<file path="config.mk">
export PLATFORM = sky130hd
export DESIGN_NAME = pong_game_controller
export DESIGN_NICKNAME = d
export VERILOG_FILES = /design/src/rtl/pong_game_controller.sv
export SDC_FILE = /design/constraint.sdc
export NUM_CORES = 1
export LEC_CHECK = 0
export CAP_MARGIN = 10
export CELL_PAD_IN_SITES_DETAIL_PLACEMENT = 1
export CELL_PAD_IN_SITES_GLOBAL_PLACEMENT = 2
export CORE_ASPECT_RATIO = 0.6
export CORE_MARGIN = 2
export CORE_UTILIZATION = 37
export DETAILED_ROUTE_END_ITERATION = 7
export PLACE_DENSITY_LB_ADDON = 0.1
export SLEW_MARGIN = 30
export SYNTH_ARGS = -nofsm -noshare
export SYNTH_HDL_FRONTEND = slang
export SYNTH_SLANG_ARGS = --single-unit
</file>
<file path="constraint.sdc">
create_clock -name clk -period 5.6 [get_ports clk]
set_input_delay 1.12 -clock clk [delete_from_list [all_inputs] [get_ports clk]]
set_output_delay 1.12 -clock clk [all_outputs]
set_load 0.03 [all_outputs]
</file>
<file path="src/rtl/pong_game_controller.sv">
// Per-frame pong sequencer: paddle motion, ball motion and bounces, scoring,
// and the serve / play / point-hold / game-over state machine.
module pong_game_controller #(
    parameter int HEIGHT_COUNTER_SIZE = 9,
    parameter int WIDTH_COUNTER_SIZE  = 9,
    parameter int SCREEN_WIDTH        = 640,
    parameter int SCREEN_HEIGHT       = 480,
    parameter int PADDLE_1_X          = 16,
    parameter int PADDLE_2_X          = 616,
    parameter int PADDLE_WIDTH        = 8,
    parameter int PADDLE_HEIGHT       = 64,
    parameter int BALL_SIDE_SIZE      = 8,
    parameter int INITIAL_PADDLE_Y    = 208,
    parameter int INITIAL_BALL_X      = 316,
    parameter int INITIAL_BALL_Y      = 236,
    parameter int PADDLE_SPEED        = 4,
    parameter int BALL_SPEED          = 2,
    parameter int SCORE_WIDTH         = 4,
    parameter int MAX_SCORE           = 9,
    parameter int SCORE_HOLD_FRAMES   = 60
) (
    input  logic                          clk,
    input  logic                          rst,
    input  logic                          frame_tick,
    input  logic                          p1_up,
    input  logic                          p1_down,
    input  logic                          p2_up,
    input  logic                          p2_down,
    input  logic                          serve,
    output logic [HEIGHT_COUNTER_SIZE:0]  paddle_1_pos,
    output logic [HEIGHT_COUNTER_SIZE:0]  paddle_2_pos,
    output logic [WIDTH_COUNTER_SIZE:0]   ball_pos_x,
    output logic [HEIGHT_COUNTER_SIZE:0]  ball_pos_y,
    output logic [SCORE_WIDTH-1:0]        score_1,
    output logic [SCORE_WIDTH-1:0]        score_2,
    output logic [1:0]                    game_state
);

    localparam int HOLD_W = $clog2(SCORE_HOLD_FRAMES + 1);

    typedef logic [HEIGHT_COUNTER_SIZE:0]   ypos_t;
    typedef logic [WIDTH_COUNTER_SIZE:0]    xpos_t;
    typedef logic [HEIGHT_COUNTER_SIZE+1:0] yext_t;
    typedef logic [WIDTH_COUNTER_SIZE+1:0]  xext_t;
    typedef logic [SCORE_WIDTH-1:0]         score_t;
    typedef logic [HOLD_W-1:0]              hold_t;

    typedef enum logic [1:0] {
        S_IDLE      = 2'd0,
        S_PLAY      = 2'd1,
        S_SCORED    = 2'd2,
        S_GAME_OVER = 2'd3
    } state_t;

    localparam ypos_t  PADDLE_HOME   = ypos_t'(INITIAL_PADDLE_Y);
    localparam xpos_t  BALL_HOME_X   = xpos_t'(INITIAL_BALL_X);
    localparam ypos_t  BALL_HOME_Y   = ypos_t'(INITIAL_BALL_Y);
    localparam yext_t  PADDLE_MAX_Y  = yext_t'(SCREEN_HEIGHT - PADDLE_HEIGHT);
    localparam yext_t  PADDLE_STEP   = yext_t'(PADDLE_SPEED);
    localparam yext_t  PADDLE_H_Y    = yext_t'(PADDLE_HEIGHT);
    localparam yext_t  BALL_SIZE_Y   = yext_t'(BALL_SIDE_SIZE);
    localparam yext_t  BALL_STEP_Y   = yext_t'(BALL_SPEED);
    localparam yext_t  BALL_MAX_Y    = yext_t'(SCREEN_HEIGHT - BALL_SIDE_SIZE);
    localparam xext_t  BALL_SIZE_X   = xext_t'(BALL_SIDE_SIZE);
    localparam xext_t  BALL_STEP_X   = xext_t'(BALL_SPEED);
    localparam xext_t  BALL_MAX_X    = xext_t'(SCREEN_WIDTH - BALL_SIDE_SIZE);
    localparam xext_t  P1_FACE_X     = xext_t'(PADDLE_1_X + PADDLE_WIDTH);
    localparam xext_t  P2_FACE_X     = xext_t'(PADDLE_2_X);
    localparam xpos_t  P1_STOP_X     = xpos_t'(PADDLE_1_X + PADDLE_WIDTH);
    localparam xpos_t  P2_STOP_X     = xpos_t'(PADDLE_2_X - BALL_SIDE_SIZE);
    localparam ypos_t  BALL_CLAMP_Y  = ypos_t'(SCREEN_HEIGHT - BALL_SIDE_SIZE);
    localparam score_t SCORE_WIN     = score_t'(MAX_SCORE);
    localparam hold_t  HOLD_LAST     = hold_t'(SCORE_HOLD_FRAMES);

    state_t state_q, state_n;
    ypos_t  p1_q, p1_n, p2_q, p2_n;
    xpos_t  bx_q, bx_n;
    ypos_t  by_q, by_n;
    logic   dx_q, dx_n;   // 1 = moving right
    logic   dy_q, dy_n;   // 1 = moving down
    hold_t  hold_q, hold_n;
    score_t s1_q, s1_n, s2_q, s2_n;
    logic   serve_q;
    logic   serve_edge;

    yext_t  by_e, ny_e;
    xext_t  bx_e, nx_e;
    logic   hit_1, hit_2, point_1, point_2;

    function automatic ypos_t paddle_step(input ypos_t pos, input logic up, input logic dn);
        yext_t p;
        p = {1'b0, pos};
        if (up && !dn) begin
            if (p < PADDLE_STEP) p = '0;
            else                 p = p - PADDLE_STEP;
        end else if (dn && !up) begin
            p = p + PADDLE_STEP;
            if (p > PADDLE_MAX_Y) p = PADDLE_MAX_Y;
        end
        return p[HEIGHT_COUNTER_SIZE:0];
    endfunction

    function automatic logic y_overlap(input ypos_t ball_y, input ypos_t pad_y);
        yext_t b;
        yext_t p;
        b = {1'b0, ball_y};
        p = {1'b0, pad_y};
        return ((b + BALL_SIZE_Y) > p) && (b < (p + PADDLE_H_Y));
    endfunction

    assign serve_edge = serve & ~serve_q;

    always_ff @(posedge clk or negedge rst) begin
        if (!rst) begin
            state_q <= S_IDLE;
            p1_q    <= PADDLE_HOME;
            p2_q    <= PADDLE_HOME;
            bx_q    <= BALL_HOME_X;
            by_q    <= BALL_HOME_Y;
            dx_q    <= 1'b1;
            dy_q    <= 1'b1;
            hold_q  <= '0;
            s1_q    <= '0;
            s2_q    <= '0;
            serve_q <= 1'b0;
        end else begin
            state_q <= state_n;
            p1_q    <= p1_n;
            p2_q    <= p2_n;
            bx_q    <= bx_n;
            by_q    <= by_n;
            dx_q    <= dx_n;
            dy_q    <= dy_n;
            hold_q  <= hold_n;
            s1_q    <= s1_n;
            s2_q    <= s2_n;
            serve_q <= serve;
        end
    end

    // Ball candidates and collision tests use the pre-update paddle positions.
    always_comb begin
        by_e    = {1'b0, by_q};
        bx_e    = {1'b0, bx_q};
        ny_e    = dy_q ? (by_e + BALL_STEP_Y) : (by_e - BALL_STEP_Y);
        nx_e    = dx_q ? (bx_e + BALL_STEP_X) : (bx_e - BALL_STEP_X);
        hit_1   = !dx_q && (bx_e >= P1_FACE_X) && (nx_e <= P1_FACE_X) && y_overlap(by_q, p1_q);
        hit_2   = dx_q && ((bx_e + BALL_SIZE_X) <= P2_FACE_X) &&
                  ((nx_e + BALL_SIZE_X) >= P2_FACE_X) && y_overlap(by_q, p2_q);
        point_2 = !dx_q && !hit_1 && (bx_e < BALL_STEP_X);
        point_1 = dx_q && !hit_2 && (nx_e > BALL_MAX_X);
    end

    always_comb begin
        state_n = state_q;
        p1_n    = p1_q;
        p2_n    = p2_q;
        bx_n    = bx_q;
        by_n    = by_q;
        dx_n    = dx_q;
        dy_n    = dy_q;
        hold_n  = hold_q;
        s1_n    = s1_q;
        s2_n    = s2_q;

        case (state_q)
            S_IDLE: begin
                if (frame_tick) begin
                    p1_n = paddle_step(p1_q, p1_up, p1_down);
                    p2_n = paddle_step(p2_q, p2_up, p2_down);
                end
                bx_n = BALL_HOME_X;
                by_n = BALL_HOME_Y;
                if (serve_edge) state_n = S_PLAY;
            end

            S_PLAY: begin
                if (frame_tick) begin
                    p1_n = paddle_step(p1_q, p1_up, p1_down);
                    p2_n = paddle_step(p2_q, p2_up, p2_down);

                    if (dy_q) begin
                        if (ny_e >= BALL_MAX_Y) begin
                            by_n = BALL_CLAMP_Y;
                            dy_n = 1'b0;
                        end else begin
                            by_n = ny_e[HEIGHT_COUNTER_SIZE:0];
                        end
                    end else begin
                        if (by_e < BALL_STEP_Y) begin
                            by_n = '0;
                            dy_n = 1'b1;
                        end else begin
                            by_n = ny_e[HEIGHT_COUNTER_SIZE:0];
                        end
                    end

                    if (hit_1) begin
                        bx_n = P1_STOP_X;
                        dx_n = 1'b1;
                    end else if (hit_2) begin
                        bx_n = P2_STOP_X;
                        dx_n = 1'b0;
                    end else begin
                        bx_n = nx_e[WIDTH_COUNTER_SIZE:0];
                    end

                    // A point overrides this frame's motion, including any Y bounce.
                    if (point_1 || point_2) begin
                        bx_n   = BALL_HOME_X;
                        by_n   = BALL_HOME_Y;
                        dx_n   = point_1;
                        dy_n   = 1'b1;
                        hold_n = '0;
                        if (point_1) s1_n = s1_q + 1'b1;
                        else         s2_n = s2_q + 1'b1;
                        if ((s1_n == SCORE_WIN) || (s2_n == SCORE_WIN)) state_n = S_GAME_OVER;
                        else                                            state_n = S_SCORED;
                    end
                end
            end

            S_SCORED: begin
                if (frame_tick) begin
                    p1_n   = paddle_step(p1_q, p1_up, p1_down);
                    p2_n   = paddle_step(p2_q, p2_up, p2_down);
                    hold_n = hold_q + 1'b1;
                    if (hold_n == HOLD_LAST) state_n = S_PLAY;
                end
            end

            S_GAME_OVER: begin
                if (serve_edge) begin
                    s1_n    = '0;
                    s2_n    = '0;
                    bx_n    = BALL_HOME_X;
                    by_n    = BALL_HOME_Y;
                    p1_n    = PADDLE_HOME;
                    p2_n    = PADDLE_HOME;
                    dx_n    = 1'b1;
                    dy_n    = 1'b1;
                    hold_n  = '0;
                    state_n = S_IDLE;
                end
            end

            default: state_n = S_IDLE;
        endcase
    end

    assign paddle_1_pos = p1_q;
    assign paddle_2_pos = p2_q;
    assign ball_pos_x   = bx_q;
    assign ball_pos_y   = by_q;
    assign score_1      = s1_q;
    assign score_2      = s2_q;
    assign game_state   = state_q;

endmodule

</file>
==> flow_metrics.env <==
export IMPL_status="finished, final reports clean"
export IMPL_wl_per_cell_um=19.5
export IMPL_ys_async_sr_fraction_pct=100
export IMPL_die_x_um=156
export IMPL_final_common_cell="nand2_1"
export IMPL_clock_skew_final_ns=0.00682
export IMPL_holdCritPathClass="reg -> reg"
export IMPL_synth_simple_area_share_pct=23.7
export IMPL_p_leak_nw=2.44
export IMPL_stdcell_area_um2=5910
export IMPL_cts_resized=0
export IMPL_synth_adder_area_share_pct=11.4
export IMPL_critPathMaxFanout=19
export IMPL_ir_worst_vdd_uv=252
export IMPL_fp_dieH_um=95.3
export IMPL_critical_path_arrival_ns=4.48
export IMPL_critical_path_required_ns=5.79
export IMPL_h_tree_depth=2
export IMPL_grt_pass1_vias=4897
export IMPL_synth_mux_area_share_pct=2.02
export IMPL_clock_latency_ns=0.30
export IMPL_synth_warnings=0
export IMPL_synth_area_leader_cell="dfrtp_1"
export IMPL_synth_main_ff_cell="dfrtp_1"
export IMPL_synth_edff_count=0
export IMPL_final_cell_mix="nand2_1 (63), clkdlybuf4s50_1 (50), ha_1 (47)"
export IMPL_synth_compound_area_share_pct=24.0
export IMPL_syn_to_final_growth_pct=15.0
export IMPL_ctsHoldBuffers=0
export IMPL_placed_area_um2=5730
export IMPL_num_io_pins=58
export IMPL_path_class="reg -> reg"
export IMPL_synth_top_family_by_area="compound AO/OA/AOI/OAI gates"
export IMPL_max_cap_violations=0
export IMPL_relSlewSlack_pct=39.8
export IMPL_drtPass1Iterations=4
export IMPL_drive_gt1_share_pct=6.56
export IMPL_initial_core_util_pct=37.7
export IMPL_critPathCaptureType="register"
export IMPL_overflow=0
export IMPL_dp_worst_setup_slack_ns=1.33
export IMPL_period_needed_ns=4.29
export IMPL_cts_root_buf="clkbuf_16"
export IMPL_synth_top_area_share_pct=17.0
export IMPL_synth_seq_cells=53
export IMPL_grt_setup_unrepaired="no"
export IMPL_synth_xor_area_share_pct=6.48
export IMPL_fp_row_count=33
export IMPL_fin_ws_ns=1.31
export IMPL_tightest_slew_ns=0.901
export IMPL_syn_inst=643
export IMPL_ys_seq_area_share_pct=26.3
export IMPL_cts_tree="done"
export IMPL_n_antenna_cell=0
export IMPL_clkSinkCount=53
export IMPL_finalCritPeriodShare_pct=76.6
export IMPL_max_freq_mhz=233
export IMPL_globalplace_congestion=0.864
export IMPL_routed_wl_um=16500
export IMPL_drtIter0Drc=318
export IMPL_clockBufferDepth=2
export IMPL_synth_cell_types=72
export IMPL_clk_pin_slew_ns=0.08
export IMPL_hpwl_um=12700
export IMPL_post_route_drc_count=0
export IMPL_core_area_um2=13600
export IMPL_via_per_inst=5.85
export IMPL_nets=725
export IMPL_drtAntennaViolNets=0
export IMPL_setup_viol=0
export IMPL_report_final_slew_viol_count=0
export IMPL_track_usage_pct=23.0
export IMPL_ys_top_cells_by_area="dfrtp_1 (17%), ha_1 (11%), dfstp_2 (9.2%)"
export IMPL_post_cts_setup_buffers=0
export IMPL_port_buffers=51
export IMPL_synth_avg_cell_area_um2=7.99
export IMPL_grt_max_degree=54
export IMPL_critPathLaunchType="register"
export IMPL_syn_cell_area_um2=5140
export IMPL_antenna_found_initial=0
export IMPL_fin_setup_tns_ns=0
export IMPL_finalHoldViolations=0
export IMPL_grt_first_pass_wirelength_um=26900
export IMPL_numCtsBuffers=5
export IMPL_vias=4945
export IMPL_p_per_area_nw_per_um2=545
export IMPL_dieArea_um2=14900
==> final cells by class <==
| cell class | count | area (um^2) |
|---|---|---|
| repair buffers | 54 | 528 |
| well taps | 175 | 219 |
| multi-input cells | 520 | 3500 |
| clock inverters | 3 | 50.0 |
| flip-flops and latches | 53 | 1350 |
| fillers | 1646 | 7720 |
| inverters | 36 | 135 |
| clock buffers | 5 | 125 |
==> stage by stage <==
| step | hold WS [ns] | total power, mW | std cells | util [%] |
|---|---|---|---|---|
| after floorplan | 0.445 | 2.17 | 648 | - |
| after global placement | 0.481 | 2.77 | 838 | 42.1 |
| after detailed placement | 0.475 | 2.82 | 838 | 42.1 |
| after CTS | 0.496 | 3.22 | 846 | 43.3 |
| after global routing | 0.523 | 3.52 | 846 | 43.3 |
| final | 0.490 | 3.22 | 846 | 43.3 |
==> cells by family after synthesis <==
group | Yosys count
and+or+nand+nor | 240
AOI/OAI and AO/OA | 179
buffers and inverters | 75
DFF | 53
adders and majority gates | 47
xor gates and xnor gates | 38
muxes | 10
other | 1
==> synthesized netlist by cell type, drive strengths merged (4+ instances only) <==
cell    number
nand3       32
xnor2       28
dfrtp       35
a21oi       39
or3         11
o211ai       4
a31oi        9
nor2        44
clkbuf      30
o22ai        9
a221oi       4
a21o         8
o21a         6
and2         8
nand4        8
nor4         5
xor2        10
a22o         8
o21ai       42
ha          47
nand2b       9
dfstp       18
nand2       63
nor3        20
mux2i        7
nor2b        6
buf          9
and4         4
inv         35
and3        14
o31ai        7
==> layer usage <==
layer,track usage [%],wire length [um]
met4,2.98,63
met2,31.9,6330
met5,0,0
met3,4.05,878
met1,37.2,9260
==> where the power goes <==
part	internal (mW)	switching (mW)	leakage, nW
sequential	0.531	0.301	0.651
combinational	0.809	1.19	1.70
clock	0.216	0.166	0.0859
total	1.56	1.66	2.44
==> state kept, by name, indices dropped and copies added (netlist names) <==
signal / flops
score_2: 4
ball_pos_y: 9
paddle_2_pos: 8
paddle_1_pos: 8
dy_q: 1
hold_q: 6
dx_q: 1
game_state: 2
ball_pos_x: 9
score_1: 4
serve_q: 1
==> worst paths after layout <==
kind | startpoint | to | slack, ns | depth (start not counted)
max | ball_pos_x[1] | hold_q[0] | 1.31 | 10
min | hold_q[4] | hold_q[4] | 0.49 | 1
max reg2reg | ball_pos_x[1] | hold_q[0] | 1.31 | 10
min reg2reg | hold_q[4] | hold_q[4] | 0.49 | 1
max in group asynchronous | rst | score_2[3] | 4.14 | 2
min in group asynchronous | rst | paddle_1_pos[8] | 0.95 | 2
==> critical path: stages, from the launching register on <==
cell and delay (ns):
dfrtp_1 0.45, inv_1 0.14, ha_1 0.21, or4b_4 0.50
or4_4 0.53, nand3_1 0.17, a2111oi_4 0.10, o311ai_4 0.76
nand2_1 0.69, nand2_1 0.25, mux2_2 0.36
No activity file was read; power rests on OpenSTA's default activity.
